==> config.mk <==
export PLATFORM = sky130hd
export DESIGN_NAME = instr_fetch_queue_flat
export DESIGN_NICKNAME = d
export VERILOG_FILES = /design/src/rtl/instr_fetch_queue_if.sv /design/src/rtl/instr_fetch_queue.sv /design/src/flat_wrapper.sv
export SDC_FILE = /design/constraint.sdc
export NUM_CORES = 1
export LEC_CHECK = 0
export ABC_CLOCK_PERIOD_IN_PS = 4500
export BUFFER_PORTS_ARGS = -buffer_cell sky130_fd_sc_hd__buf_2
export CAP_MARGIN = 20
export CORE_UTILIZATION = 45
export CTS_CLUSTER_SIZE = 30
export DETAILED_ROUTE_END_ITERATION = 16
export GPL_TIMING_DRIVEN = 0
export PLACE_DENSITY = 0.74
export SLEW_MARGIN = 20
export SYNTH_ARGS = -nofsm -noshare
export SYNTH_HDL_FRONTEND = slang
export SYNTH_SLANG_ARGS = --single-unit
==> constraint.sdc <==
create_clock -name IMRD_clk -period 4.5 [get_ports IMRD_clk]
set_input_delay 0 -clock IMRD_clk [delete_from_list [all_inputs] [get_ports IMRD_clk]]
set_output_delay 0 -clock IMRD_clk [all_outputs]
set_load 0.005 [all_outputs]
==> src/rtl/instr_fetch_queue_if.sv <==
// Fetch-side bus bundle: instruction-memory req/gnt/rvalid channel plus the
// valid/ready channel toward decode. master = fetch queue, slave = memory/decode side.
interface instr_fetch_queue_if #(
  parameter int XLEN = 32
);
  logic            imem_req;
  logic [XLEN-1:0] imem_addr;
  logic            imem_gnt;
  logic            imem_rvalid;
  logic [31:0]     imem_rdata;
  logic            inst_valid;
  logic            inst_ready;
  logic [31:0]     inst_data;
  logic [XLEN-1:0] inst_pc;

  modport master (
    output imem_req, imem_addr, inst_valid, inst_data, inst_pc,
    input  imem_gnt, imem_rvalid, imem_rdata, inst_ready
  );

  modport slave (
    input  imem_req, imem_addr, inst_valid, inst_data, inst_pc,
    output imem_gnt, imem_rvalid, imem_rdata, inst_ready
  );
endinterface

==> src/rtl/instr_fetch_queue.sv <==
// Instruction fetch queue: PC owner, credit-limited req/gnt fetcher and in-order FIFO to decode.
// Optional macro IFQ_PERF_CNT_EN adds saturating stall/flush performance counters.
module instr_fetch_queue #(
  parameter int              XLEN     = 32,
  parameter logic [XLEN-1:0] RESET_PC = '0,
  parameter int              DEPTH    = 4
) (
  input  logic                IMRD_clk,
  input  logic                IMRD_reset_in,
  input  logic                imrd_read,
  input  logic                redirect_valid,
  input  logic [XLEN-1:0]     redirect_pc,
  instr_fetch_queue_if.master bus
`ifdef IFQ_PERF_CNT_EN
  ,
  output logic [31:0]         perf_stall_cnt,
  output logic [31:0]         perf_flush_cnt
`endif
);

  localparam int PW = $clog2(DEPTH);

  typedef enum logic [1:0] {IDLE, FETCH, FLUSH} state_t;

  state_t          state;
  state_t          resume_state;
  logic [XLEN-1:0] pc;
  logic [31:0]     data_q   [DEPTH];
  logic [XLEN-1:0] pc_q     [DEPTH];
  logic [XLEN-1:0] shadow_q [DEPTH];
  logic [PW:0]     wr_ptr, rd_ptr, sh_wr, sh_rd;
  logic [PW:0]     count, outstanding, outstanding_nxt, discard, discard_nxt;
  logic [PW+1:0]   credit_used;
  logic            grant, rsp, push, pop;

  // Outstanding reads are the occupancy of the request-PC shadow, so they can never drift.
  assign count        = wr_ptr - rd_ptr;
  assign outstanding  = sh_wr - sh_rd;
  assign credit_used  = {1'b0, count} + {1'b0, outstanding};
  assign resume_state = imrd_read ? FETCH : IDLE;

  assign bus.imem_req  = (state == FETCH) && !redirect_valid
                         && (credit_used < (PW+2)'(DEPTH));
  assign bus.imem_addr = pc;

  assign grant = bus.imem_req && bus.imem_gnt;
  assign rsp   = bus.imem_rvalid && (outstanding != '0);
  assign push  = rsp && (discard == '0) && !redirect_valid;
  assign pop   = bus.inst_valid && bus.inst_ready && !redirect_valid;

  assign outstanding_nxt = outstanding + {{PW{1'b0}}, grant} - {{PW{1'b0}}, rsp};
  assign discard_nxt     = redirect_valid            ? outstanding_nxt :
                           (rsp && discard != '0)    ? discard - (PW+1)'(1) :
                                                       discard;

  assign bus.inst_valid = (count != '0);
  assign bus.inst_data  = data_q[rd_ptr[PW-1:0]];
  assign bus.inst_pc    = pc_q[rd_ptr[PW-1:0]];

  always_ff @(posedge IMRD_clk or negedge IMRD_reset_in) begin
    if (!IMRD_reset_in) begin
      state   <= IDLE;
      pc      <= RESET_PC;
      discard <= '0;
      sh_wr   <= '0;
      sh_rd   <= '0;
    end else begin
      discard <= discard_nxt;
      if (grant) sh_wr <= sh_wr + (PW+1)'(1);
      if (rsp)   sh_rd <= sh_rd + (PW+1)'(1);
      if (redirect_valid) begin
        pc    <= redirect_pc & ~XLEN'(3);
        state <= (outstanding_nxt != '0) ? FLUSH : resume_state;
      end else begin
        if (grant) pc <= pc + XLEN'(4);
        case (state)
          IDLE, FETCH: state <= resume_state;
          FLUSH:       if (discard_nxt == '0) state <= resume_state;
          default:     state <= IDLE;
        endcase
      end
    end
  end

  // Redirect empties the FIFO by snapping the write pointer back onto the read pointer.
  always_ff @(posedge IMRD_clk or negedge IMRD_reset_in) begin
    if (!IMRD_reset_in) begin
      for (int i = 0; i < DEPTH; i++) begin
        data_q[i]   <= '0;
        pc_q[i]     <= '0;
        shadow_q[i] <= '0;
      end
      wr_ptr <= '0;
      rd_ptr <= '0;
    end else begin
      if (grant) shadow_q[sh_wr[PW-1:0]] <= pc;
      if (redirect_valid) begin
        wr_ptr <= rd_ptr;
      end else begin
        if (push) begin
          data_q[wr_ptr[PW-1:0]] <= bus.imem_rdata;
          pc_q[wr_ptr[PW-1:0]]   <= shadow_q[sh_rd[PW-1:0]];
          wr_ptr                 <= wr_ptr + (PW+1)'(1);
        end
        if (pop) rd_ptr <= rd_ptr + (PW+1)'(1);
      end
    end
  end

`ifdef IFQ_PERF_CNT_EN
  always_ff @(posedge IMRD_clk or negedge IMRD_reset_in) begin
    if (!IMRD_reset_in) begin
      perf_stall_cnt <= '0;
      perf_flush_cnt <= '0;
    end else begin
      if (bus.inst_ready && !bus.inst_valid && imrd_read && perf_stall_cnt != '1)
        perf_stall_cnt <= perf_stall_cnt + 32'd1;
      if (redirect_valid && perf_flush_cnt != '1)
        perf_flush_cnt <= perf_flush_cnt + 32'd1;
    end
  end
`endif

endmodule
==> src/flat_wrapper.sv <==
// flat-port wrapper written by rule: the top's interface ports become plain ports
module instr_fetch_queue_flat 
#(
  parameter int              XLEN     = 32,
  parameter logic [XLEN-1:0] RESET_PC = '0,
  parameter int              DEPTH    = 4
)
  (IMRD_clk, IMRD_reset_in, imrd_read, redirect_valid, redirect_pc, bus_imem_req, bus_imem_addr, bus_inst_valid, bus_inst_data, bus_inst_pc, bus_imem_gnt, bus_imem_rvalid, bus_imem_rdata, bus_inst_ready);
  instr_fetch_queue_if #(.XLEN(XLEN)) bus_i ();
  input  logic IMRD_clk;
  input  logic IMRD_reset_in;
  input  logic imrd_read;
  input  logic redirect_valid;
  input  logic [XLEN-1:0] redirect_pc;
  output wire logic [$bits(bus_i.imem_req)-1:0] bus_imem_req;
  output wire logic [$bits(bus_i.imem_addr)-1:0] bus_imem_addr;
  output wire logic [$bits(bus_i.inst_valid)-1:0] bus_inst_valid;
  output wire logic [$bits(bus_i.inst_data)-1:0] bus_inst_data;
  output wire logic [$bits(bus_i.inst_pc)-1:0] bus_inst_pc;
  input wire logic [$bits(bus_i.imem_gnt)-1:0] bus_imem_gnt;
  input wire logic [$bits(bus_i.imem_rvalid)-1:0] bus_imem_rvalid;
  input wire logic [$bits(bus_i.imem_rdata)-1:0] bus_imem_rdata;
  input wire logic [$bits(bus_i.inst_ready)-1:0] bus_inst_ready;
  assign bus_imem_req = bus_i.imem_req;
  assign bus_imem_addr = bus_i.imem_addr;
  assign bus_inst_valid = bus_i.inst_valid;
  assign bus_inst_data = bus_i.inst_data;
  assign bus_inst_pc = bus_i.inst_pc;
  assign bus_i.imem_gnt = bus_imem_gnt;
  assign bus_i.imem_rvalid = bus_imem_rvalid;
  assign bus_i.imem_rdata = bus_imem_rdata;
  assign bus_i.inst_ready = bus_inst_ready;
  instr_fetch_queue #(.XLEN(XLEN), .RESET_PC(RESET_PC), .DEPTH(DEPTH)) u_core (.IMRD_clk(IMRD_clk), .IMRD_reset_in(IMRD_reset_in), .imrd_read(imrd_read), .redirect_valid(redirect_valid), .redirect_pc(redirect_pc), .bus(bus_i));
endmodule
==> metrics.txt <==
status=completed; compound-gate portion of the synthesized area=0.0313; min Tclk post-route=about 4300 ps; Critical R2R Capture=u_core.state[0]$_DFFE_PN0P_; Post-Synth Adder-Cell Area=0.0156; RSZ-0062 raised after global routing=false; clock tree buffer depth=3; dpl hpwl=~30,000 um; CP startpoint=u_core.sh_rd[1]$_DFFE_PN0P_; total number of vias=about 12,000; Detail Route Antenna Nets=0; sequential share of the synthesized area=0.545; Psw=3.87 mW; Starting Density=0.461; synth unique cells=around 60; initial DRC count=868; Fmax=between 0.2 and 0.25 GHz; vias in the first global route=12,406; CTS Buf Count=44; xor/xnor share of the synthesized area=0.00907; initial antenna violation count=0; Avg WL per Cell=21.3 um; most frequent cells in the layout=dfrtp_1 (415), mux2_2 (349), buf_2 (185), mux4_2 (92), dlygate4sd3_1 (67); fill count=3,324; Boundary Pins=around 170; FF-to-FF path depth=18; sink count of the clock tree=about 420; GR Util All Layers=0.210; Worst Slack Setup Final=196 ps; clock tree from TritonCTS=built; Multi-input gate area=roughly 8000 um^2; clock network fraction of total power=0.277; min-delay worst type=input port to asynchronous set/reset pin; Logic pwr share=0.313; vias per cell=~5.6; Worst-Skew Late Latency=590 ps; most common cell after layout, fill and taps aside=dfrtp_1; post-synthesis simple-gate area fraction=0.0386; fraction of registers with async set or reset after synthesis=1.00; fin crit share=0.956; largest family of logic cells by synthesized area=multiplexers; Int Pwr=8.92 mW; Worst Path Arrival=around 4800 ps; layout cell share with drive strength beyond 1=0.485; Die W=just over 200 um; Slew @ Worst Pin=1060 ps; first-pass GRT wire length=70,600 um; PortBufs=approximately 160; fin cells=between 2,000 and 2,500; leakage power=~11 nW; synth warn=0; Worst Path Required=~5000 ps; Pwr Density=560 nW/um^2; core footprint=around 41,000 um^2; Layout area overhead=19.8%; Post-synth EDFFs=0; sw frac=0.303; clock-pin slew on the worst setup and hold paths=about 60 ps; Placed Instances=about 1,900; worst-path fanout max=10; CP Class=flop to flop; endpoints failing setup=0; #FFs+latches synth=415; r2r setup slk=200 ps; Total Routed Length=between 40,000 and 50,000 um; critical path's slowest cell=dfrtp_1; Mapped Area=about 19,000 um^2; Placed Area=20,700 um^2; Cell Chain, Critical Path=buf_6, inv_1, fa_1, xor3_2, inv_2, ha_1, nor2_1, nand4_1, inv_4, buf_4, ha_1, inv_1, fa_1, xnor2_1, xnor2_1, o221ai_2, nor4_1, o211a_1; Root Buffer=clkbuf_16; Slew Viols, Final=0; Post-layout nets=approximately 1,600; diodes inserted=0; Worst setup SP type=flop; post-synthesis mux area share=0.327; Final Util=0.553; CP endpoint=u_core.state[0]$_DFFE_PN0P_; total power=12.8 mW; peak supply drop=about 0.28 mV; GPL Wtd Cong=between 0.8 and 0.9; clk_skew=roughly 35 ps; worst hold margin=~38 ps; max-cap violation count=0; num rows=74; dpl ws=-1140 ps; DRC Markers=0; worst relative slew slack=0.291; die area=about 43,000 um^2; CTS H-tree lvls=2; GRT overflow=0; final instance area=roughly 23,000 um^2; worst r2r src=u_core.sh_rd[1]$_DFFE_PN0P_; Mapped Cells=around 1,200; largest net degree at the start of global routing=106; setup TNS=0 ps; critical path's largest stage delay=470 ps; Seq. cell area=between 10,000 and 15,000 um^2; Hold Vio Cnt, Final=0; 1st-pass router iterations=6; predominant post-synthesis flop cell=dfrtp_1; Sequential Power Share=0.410; synthesized area per cell=roughly 15 um^2; Die Ht=~210 um; Worst setup EP type=flop
==> synth_stat cells (8+ instances only) <==
cell,number,area [um^2]
nor2_1,14,52.6
mux2_2,349,3930
nand4_1,10,62.6
ha_1,19,238
buf_6,24,270
and3_1,8,50.1
mux2_1,18,203
xnor2_1,13,114
nand2_1,46,173
o21ai_0,28,140
nand3_1,18,90.1
mux4_2,92,2070
buf_2,24,120
clkbuf_1,29,109
dfrtp_1,415,10400
o311ai_0,13,114
inv_1,16,60.1
==> flip-flops by register name, summed over array words and instances (netlist names) <==
name	count
u_core.pc_q	120
u_core.sh_wr	3
u_core.discard	3
u_core.wr_ptr	3
u_core.bus.imem_addr	30
u_core.state	2
u_core.shadow_q	120
u_core.sh_rd	3
u_core.rd_ptr	3
u_core.data_q	128
==> worst min path at each step <==
stage                                           end
2_1_floorplan  u_core.bus.imem_addr[10]$_DFFE_PN0N_
3_3_place_gp    u_core.bus.imem_addr[3]$_DFFE_PN0N_
3_5_place_dp          u_core.data_q[79]$_DFFE_PN0P_
4_1_cts              u_core.data_q[111]$_DFFE_PN0P_
5_1_grt              u_core.data_q[111]$_DFFE_PN0P_
6_report             u_core.data_q[112]$_DFFE_PN0P_
==> power groups by stage <==
stage	combinational (mW)	sequential, mW	clock (mW)
finish	4.00	5.24	3.55
global route	4.34	5.36	3.79
CTS	4.03	5.23	3.63
detailed placement	3.96	5.29	0
global placement	3.83	5.22	0
floorplan	2.85	5.10	0
==> critical path: cells and delay by family, from the launching register on <==
| family | cells | cell delay (ps) |
|---|---|---|
| flip-flops | 1 | 470 |
| AND/OR/NAND/NOR | 3 | 570 |
| buffers and inverters | 6 | 910 |
| adder cells (fa/ha/maj) | 4 | 1280 |
| AO/OA/AOI/OAI | 2 | 320 |
| XOR/XNOR | 3 | 680 |
==> what timing repair did <==
action	in CTS	in global routing
pin swaps	1	1
endpoints found under the setup margin	141	2
hold buffers	68	0
hold endpoints to repair	403	0
buffers inserted	2	0
gates resized for setup	5	3
==> routing by layer <==
layer	share of wire	up-vias	global-route usage	wire length, um
li1	-	5182	-	-
met3	0.066	65	0.0434	2940
met5	0	-	0	0
met1	0.43	6085	0.284	19100
met2	0.48	380	0.340	21400
met4	0.023	0	0.0715	1010
==> kinds of logic (layout without fill, tap and decap cells) <==
kind of cell / after synthesis / after routing
AO/OA/AOI/OAI: 81 / 81
XOR/XNOR: 18 / 18
adder cells (fa/ha/maj): 22 / 22
buffers and inverters: 106 / 419
flip-flops: 415 / 415
multiplexers: 461 / 461
other: 1 / 4
AND/OR/NAND/NOR: 134 / 134
==> cell type report <==
cell class                 count  share of cell area
buffer                        87              0.0249
clock buffer                  67              0.0577
clock inverter                11             0.00521
inverter                      18             0.00307
multi-input combinational    720               0.353
sequential                   415               0.455
tap                          532              0.0292
timing repair buffer         236              0.0721
Note: power is estimated with default switching activity, not from simulation.
